[src/rtl/mips16_multicycle_core.sv]
// Multi-cycle 16-bit MIPS-style core: FETCH/DECODE/EXECUTE/WRITEBACK FSM with a
// req/ack instruction fetch port, so wait-stated memories work unchanged.
module mips16_multicycle_core #(
   parameter int unsigned DATA_W = 16,
   parameter int unsigned PC_W   = 16,
   parameter int unsigned NREGS  = 4
) (
   input  logic              clock,
   input  logic              reset_n,
   output logic              imem_req,
   output logic [PC_W-1:0]   imem_addr,
   input  logic              imem_ack,
   input  logic [15:0]       imem_rdata,
   output logic [PC_W-1:0]   pc,
   output logic [15:0]       ir,
   output logic [DATA_W-1:0] alu_out,
   output logic [2:0]        state,
   output logic              halted
);

   typedef enum logic [2:0] {
      StFetch     = 3'd0,
      StDecode    = 3'd1,
      StExecute   = 3'd2,
      StWriteback = 3'd3,
      StHalt      = 3'd4
   } state_e;

   localparam logic [3:0] OpAdd  = 4'h0;
   localparam logic [3:0] OpSub  = 4'h1;
   localparam logic [3:0] OpAnd  = 4'h2;
   localparam logic [3:0] OpOr   = 4'h3;
   localparam logic [3:0] OpNor  = 4'h4;
   localparam logic [3:0] OpNand = 4'h5;
   localparam logic [3:0] OpSlt  = 4'h6;
   localparam logic [3:0] OpAddi = 4'h7;
   localparam logic [3:0] OpBeq  = 4'h8;
   localparam logic [3:0] OpBne  = 4'h9;
   localparam logic [3:0] OpHalt = 4'hf;

   state_e              state_q, state_d;
   logic [PC_W-1:0]     pc_q, pc_d;
   logic [15:0]         ir_q, ir_d;
   logic [DATA_W-1:0]   alu_q, alu_d;
   logic [DATA_W-1:0]   a_q, a_d, b_q, b_d, imm_q, imm_d;
   logic [DATA_W-1:0]   regs_q [NREGS];
   logic [DATA_W-1:0]   regs_d [NREGS];
   logic [DATA_W-1:0]   alu_res;
   logic [PC_W-1:0]     br_off;
   logic [3:0]          op;
   logic [1:0]          rs, rt, rd, dest;
   logic                br_taken;
   logic                fetch_req;

   assign op   = ir_q[15:12];
   assign rs   = ir_q[11:10];
   assign rt   = ir_q[9:8];
   assign rd   = ir_q[7:6];
   assign dest = (op == OpAddi) ? rt : rd;

   // Branch offset is in halfwords, relative to the already-incremented pc.
   assign br_off   = PC_W'($signed(ir_q[7:0])) << 1;
   assign br_taken = (a_q == b_q) == (op == OpBeq);

   always_comb begin
      alu_res = '0;
      case (op)
         OpAdd:        alu_res = a_q + b_q;
         OpSub:        alu_res = a_q - b_q;
         OpAnd:        alu_res = a_q & b_q;
         OpOr:         alu_res = a_q | b_q;
         OpNor:        alu_res = ~(a_q | b_q);
         OpNand:       alu_res = ~(a_q & b_q);
         OpSlt:        alu_res = DATA_W'($signed(a_q) < $signed(b_q));
         OpAddi:       alu_res = a_q + imm_q;
         OpBeq, OpBne: alu_res = a_q - b_q;
         default:      alu_res = '0;
      endcase
   end

   always_comb begin
      state_d   = state_q;
      pc_d      = pc_q;
      ir_d      = ir_q;
      alu_d     = alu_q;
      a_d       = a_q;
      b_d       = b_q;
      imm_d     = imm_q;
      regs_d    = regs_q;
      fetch_req = 1'b0;
      unique case (state_q)
         StFetch: begin
            fetch_req = 1'b1;
            if (imem_ack) begin
               ir_d    = imem_rdata;
               pc_d    = pc_q + PC_W'(2);
               state_d = StDecode;
            end
         end
         StDecode: begin
            a_d     = regs_q[rs];
            b_d     = regs_q[rt];
            imm_d   = DATA_W'($signed(ir_q[7:0]));
            state_d = StExecute;
         end
         StExecute: begin
            if (op <= OpAddi) begin
               alu_d   = alu_res;
               state_d = StWriteback;
            end else if (op == OpBeq || op == OpBne) begin
               alu_d = alu_res;
               if (br_taken) begin
                  pc_d = pc_q + br_off;
               end
               state_d = StFetch;
            end else if (op == OpHalt) begin
               state_d = StHalt;
            end else begin
               state_d = StFetch;
            end
         end
         StWriteback: begin
            // R0 is never written, so it reads back as zero.
            if (dest != 2'd0) begin
               regs_d[dest] = alu_q;
            end
            state_d = StFetch;
         end
         StHalt: begin
            state_d = StHalt;
         end
         default: begin
            state_d = StFetch;
         end
      endcase
   end

   always_ff @(posedge clock or negedge reset_n) begin
      if (!reset_n) begin
         state_q <= StFetch;
         pc_q    <= '0;
         ir_q    <= '0;
         alu_q   <= '0;
         a_q     <= '0;
         b_q     <= '0;
         imm_q   <= '0;
         for (int i = 0; i < NREGS; i++) begin
            regs_q[i] <= '0;
         end
      end else begin
         state_q <= state_d;
         pc_q    <= pc_d;
         ir_q    <= ir_d;
         alu_q   <= alu_d;
         a_q     <= a_d;
         b_q     <= b_d;
         imm_q   <= imm_d;
         for (int i = 0; i < NREGS; i++) begin
            regs_q[i] <= regs_d[i];
         end
      end
   end

   // The reset state is FETCH, so the request is gated to stay low during reset.
   assign imem_req  = fetch_req & reset_n;
   assign imem_addr = pc_q;
   assign pc        = pc_q;
   assign ir        = ir_q;
   assign alu_out   = alu_q;
   assign state     = state_q;
   assign halted    = (state_q == StHalt);

endmodule

[config.mk]
export PLATFORM = sky130hd
export DESIGN_NAME = mips16_multicycle_core
export DESIGN_NICKNAME = d
export VERILOG_FILES = /design/src/rtl/mips16_multicycle_core.sv
export SDC_FILE = /design/constraint.sdc
export NUM_CORES = 1
export LEC_CHECK = 0
export ABC_AREA = 1
export BUFFER_PORTS_ARGS = -buffer_cell sky130_fd_sc_hd__buf_2
export CORE_MARGIN = 10
export CORE_UTILIZATION = 45
export CTS_CLUSTER_SIZE = 25
export DETAILED_ROUTE_END_ITERATION = 12
export PLACE_DENSITY = 0.63
export SYNTH_ARGS = -nofsm -noshare
export SYNTH_HDL_FRONTEND = slang
export SYNTH_SLANG_ARGS = --single-unit
[constraint.sdc]
create_clock -name clock -period 6.3 [get_ports clock]
set_input_delay 0.63 -clock clock [delete_from_list [all_inputs] [get_ports clock]]
set_output_delay 0.63 -clock clock [all_outputs]
set_load 0.1 [all_outputs]
## After elaboration in Yosys (flattened, before gate mapping)

Cells that the tools add are included.

- $add $sub $neg: 5
- Magnitude comparators: 6
- Eq/ne operators: 20
- Mux-type cells: 24
- Bitwise logic cells: 8
- Reduce and logical (&&, ||, !) cells: 12

Operators by type and width:

| operator | number |
|---|---|
| 16-bit 2-to-1 mux | 11 |
| 16-bit case mux with 8 select lines | 1 |
| 16-bit binary-select mux with 2-bit select | 2 |
| 64-bit bitwise mux | 1 |
| 16-bit adder | 3 |
| 16-bit demux with 2-bit select | 1 |
| 16-bit NOT | 2 |
| 16-bit case mux with 2 select lines | 1 |
| 16-bit by 2-bit adder with 16-bit output (second input constant) | 1 |
| 16-bit AND | 1 |
| 16-bit equality test | 1 |
| 4-bit by 3-bit equality test with 1-bit output (second input constant) | 4 |
| 16-bit < comparator | 1 |
| 16-bit bitwise OR | 1 |
| 16-bit subtractor | 1 |
| 4-bit equality test (second input constant) | 3 |
| 3-bit 2-to-1 mux | 4 |
| 3-bit case mux with 4 select lines | 1 |
| 3-bit >= comparator (second input constant) | 3 |
| 2-bit NOT with 3-bit output | 3 |
| 4-bit by 2-bit equality test with 1-bit output (second input constant) | 2 |
| 2-bit != test (second input constant) | 4 |
| 3-bit by 2-bit equality test with 1-bit output (second input constant) | 2 |
| 2-bit AND reduction | 3 |
| other kinds (16) | 18 |

- Bits in registers: 155
- Input port bits: 19
- Output and inout port bits: 69
- Word-level logic and storage cells: 86

## Longest topological paths before layout

- Depth in word-level cells: 8
- Gate-level depth with buffers: 19

## Least setup slack after synthesis

Ideal clock, no wire load.

- Kind: register -> register
- Start: register ir_q[14] (netlist: ir[14])
- End: register alu_q[12] (netlist: alu_out[12])
- Setup time: 0.113 ns
- Data arrival time: 3.105 ns
- Required time: 6.187 ns
- Setup slack: 3.082 ns
- Stages on the path, launching flop included: 17
- Buffers on the path: 1
- Clock period less this slack: 3.218 ns
- Path through: dfrtp_1 > nand2_2 > nor2_2 > clkbuf_1 > nand2_1 > o21ai_0 > ha_1 > inv_1 > fa_1 > o21ai_0 > nand3_1 > nand3_1 > nand2_1 > nand3_1 > nand3_1 > nand2_1 > inv_1

- Word-level cells in the longest chain between the ends: 5
- Elaborated cells between the ends (all ways): 18

Ends and longest elaborated chain:

| element | RTL line | source |
|---|---|---|
| from (decl) | 43 | `logic [15:0] ir_q, ir_d;` |
| from (signal assigned) | 153 | `ir_q <= ir_d;` |
| 4-bit equality test / 4-bit by 1-bit equality test with 1-bit output (equally long branches) | 67, 110 |  |
| 3-bit OR reduction (no line) | -- |  |
| 16-bit case mux with 8 select lines | 67 | `case (op)` |
| 16-bit 2-to-1 mux | 110 | `end else if (op == OpBeq \|\| op == OpBne) begin` |
| 16-bit 2-to-1 mux | 107 | `if (op <= OpAddi) begin` |
| to (signal assigned) | 154 | `alu_q <= alu_d;` |
| to (decl) | 44 | `logic [DATA_W-1:0] alu_q, alu_d;` |

Several ways; a longest one is shown, not always the timed one. The select of a mux whose other input is x is not followed.
A chain may end at the register's enable or synchronous reset.

## Worst setup path after layout

- Start: register ir_q[15] (netlist: ir[15])
- End: register alu_q[12] (netlist: alu_out[12])

Same word-level chain as after synthesis.

==> results.json <==
{
  "synth_top_flop_cell": "dfrtp_1",
  "synth_cell_type_count": 41,
  "seq_area_um2": 3850,
  "drive_gt1_frac": 0.0929,
  "synth_edf_count": 0,
  "num_rows": 55,
  "die_w_um": 173,
  "cp_data_required_time_ns": 6.61,
  "die_y_um": 173,
  "relSlewSlack": 0.286,
  "avgSynthCellArea_um2": 7.07,
  "hold_class": "in2async",
  "grt_pass1_vias": 9226,
  "port_buffers": 85,
  "grt_pass1_wl_mm": 50.2,
  "multi_input_area_um2": 5470,
  "synth_top_area_share": 0.365,
  "routed_via_density": 5.27,
  "worstSetupStartpointType": "flop",
  "min_period_ns": 3.65,
  "num_io_pins": 88,
  "clockRootBuffer": "clkbuf_16",
  "yosys.area.top_type": "dfrtp_1",
  "critPathKind": "reg2reg",
  "synth_area_um2": 10600,
  "fp.dieArea_um2": 30000,
  "tns_ns": 0,
  "synth.ff_latch_count": 154,
  "initial_utilization": 0.462,
  "period_share": 0.579,
  "outcome": "finished, final reports clean",
  "ctsHoldBuffers": 0,
  "drtAntennaViolNets": 0,
  "core_area_um2": 22800,
  "syn2layout_area_growth_pct": 10.1,
  "cts_inserted_buffers": 17,
  "cpMaxStageDelayCell": "nor2_2",
  "gp_congestion": 0.912,
  "hold_viol": 0,
  "yosys-top-cells-count": "nand2_1, inv_1, o21ai_0",
  "fin_skew_ns": 0.0161,
  "wl_mm": 31.7,
  "crit_family": "simple AND/OR/NAND/NOR gates",
  "finalSetupViolCount": 0,
  "vias": 9758,
  "tightest_slew_ns": 1.07,
  "cp_slowest_stage_delay_ns": 0.75,
  "h-tree-depth": 4,
  "synth.most_common_cell": "nand2_1",
  "fmaxAchievable_mhz": 274,
  "cts_setup_buffers": 0,
  "worst_setup_path_end_kind": "flop",
  "postSynth.asyncResetShare": 1.00,
  "drc_errors": 0,
  "cts_buffer_depth": 2,
  "cts_tree": "yes",
  "yosysWarnings": 0,
  "clkTransAtPathRegs_ns": 0.06,
  "track_usage": 0.207,
  "wl_per_cell_um": 17.1,
  "grt_max_degree": 82,
  "drv_cap": 0,
  "path_cells": "inv_2, nand2_2, nor2_2, nand2_1, o21ai_0, ha_1, inv_1, fa_1, o21ai_0, nand3_1, nand3_1, nand2_1, nand3_1, nand3_1, nand2_1, inv_1",
  "worstPathArrival_ns": 3.96,
  "drt-pass1-iter-count": 5,
  "drt_iter0_drc": 822,
  "seq_area_frac_synth": 0.365,
  "rsz0062_at_grt": "false",
  "slew_violations": 0,
  "clkSinkCount": 154,
  "path_common_cell": "nand3_1",
  "syn_inst": 1493,
  "ctsResizeCount": 0,
  "n_antenna_cell": 0,
  "antenna_found_initial": 0,
  "cp.buffers_inverters": 3,
  "timing.final.ws_setup_ns": 2.65,
  "grt_overflow_total": 0,
  "crit_fanout": 24,
  "synthTopCellsByArea": "dfrtp_1, nand2_1, ha_1",
  "num-fill-cells": 2351,
  "fin_nets": 1630,
  "dp_slack_ns": 2.76,
  "hpwlAfterDp_mm": 23.4,
  "r2r_setup_slack_ns": 2.65,
  "clk_latency_ns": 0.43
}
[placed cells by master, fill, tap and decap left out, types with 3 or more instances in the layout]
cell type / count
clkinv_1: 5
and2_1: 3
buf_4: 12
nand3b_1: 6
nand4_1: 12
o21ai_0: 169
a211oi_1: 6
nand2_1: 329
xnor2_1: 6
buf_2: 84
inv_6: 3
inv_1: 218
xor2_1: 6
o21bai_1: 5
nand3_1: 77
ha_1: 81
nor2_1: 124
o22ai_1: 4
nor3_1: 11
o21ai_1: 4
a21oi_1: 125
clkinvlp_4: 6
a31oi_1: 34
clkbuf_16: 17
fa_1: 3
o221ai_1: 3
dfrtp_1: 154
or2_2: 5
[layout make-up]
cell class,instances,area share
Sequential cell,154,0.332
Multi-Input combinational cell,1032,0.471
Clock buffer,20,0.0384
Inverter,225,0.0727
Tap cell,313,0.0337
Clock inverter,12,0.00797
Timing Repair Buffer,97,0.0449
[stage by stage]
step	instance area (um2)	hold slack, ns	std cells	util
floorplan	10600	0.334	1494	-
global placement	11100	0.376	1821	0.485
detailed placement	11100	0.380	1821	0.485
CTS	11600	0.270	1853	0.509
global route	11600	0.294	1853	0.509
finish	11600	0.251	1853	0.509
[cells by family (layout without fill, tap and decap cells)]
group,count (synthesis),count (layout),synth area share
AO/OA/AOI/OAI,358,358,0.180
adder cells (fa/ha/maj),84,84,0.102
buffers and inverters,308,354,0.117
other,1,2,0.000355
flip-flops,154,154,0.365
AND/OR/NAND/NOR,576,576,0.225
XOR/XNOR,12,12,0.00996
[sequential cells by signal (all words and copies together) (netlist names)]
signal / cells
a_q: 16
alu_out: 16
b_q: 16
imem_addr: 15
imm_q: 8
ir: 16
regs_q: 64
state: 3
[worst paths after layout]
kind                             from             to  cells past startpoint
max                            ir[15]    alu_out[12]                     16
min                           reset_n  imem_addr[13]                      1
max reg2reg                    ir[15]    alu_out[12]                     16
min reg2reg                regs_q[53]     regs_q[53]                      0
max in group asynchronous     reset_n     regs_q[13]                      2
min in group clock         regs_q[53]     regs_q[53]                      0
[routing by layer]
metal	vias up	track usage	routed length (um)
met5	-	0	0
met1	4568	0.287	15300
li1	4875	-	-
met2	287	0.328	14200
met4	0	0.0499	373
met3	28	0.0375	1880
Power is left out: the tool's default activity adds up to more than one toggle a clock period on the data nets, which glitch-free logic cannot reach.
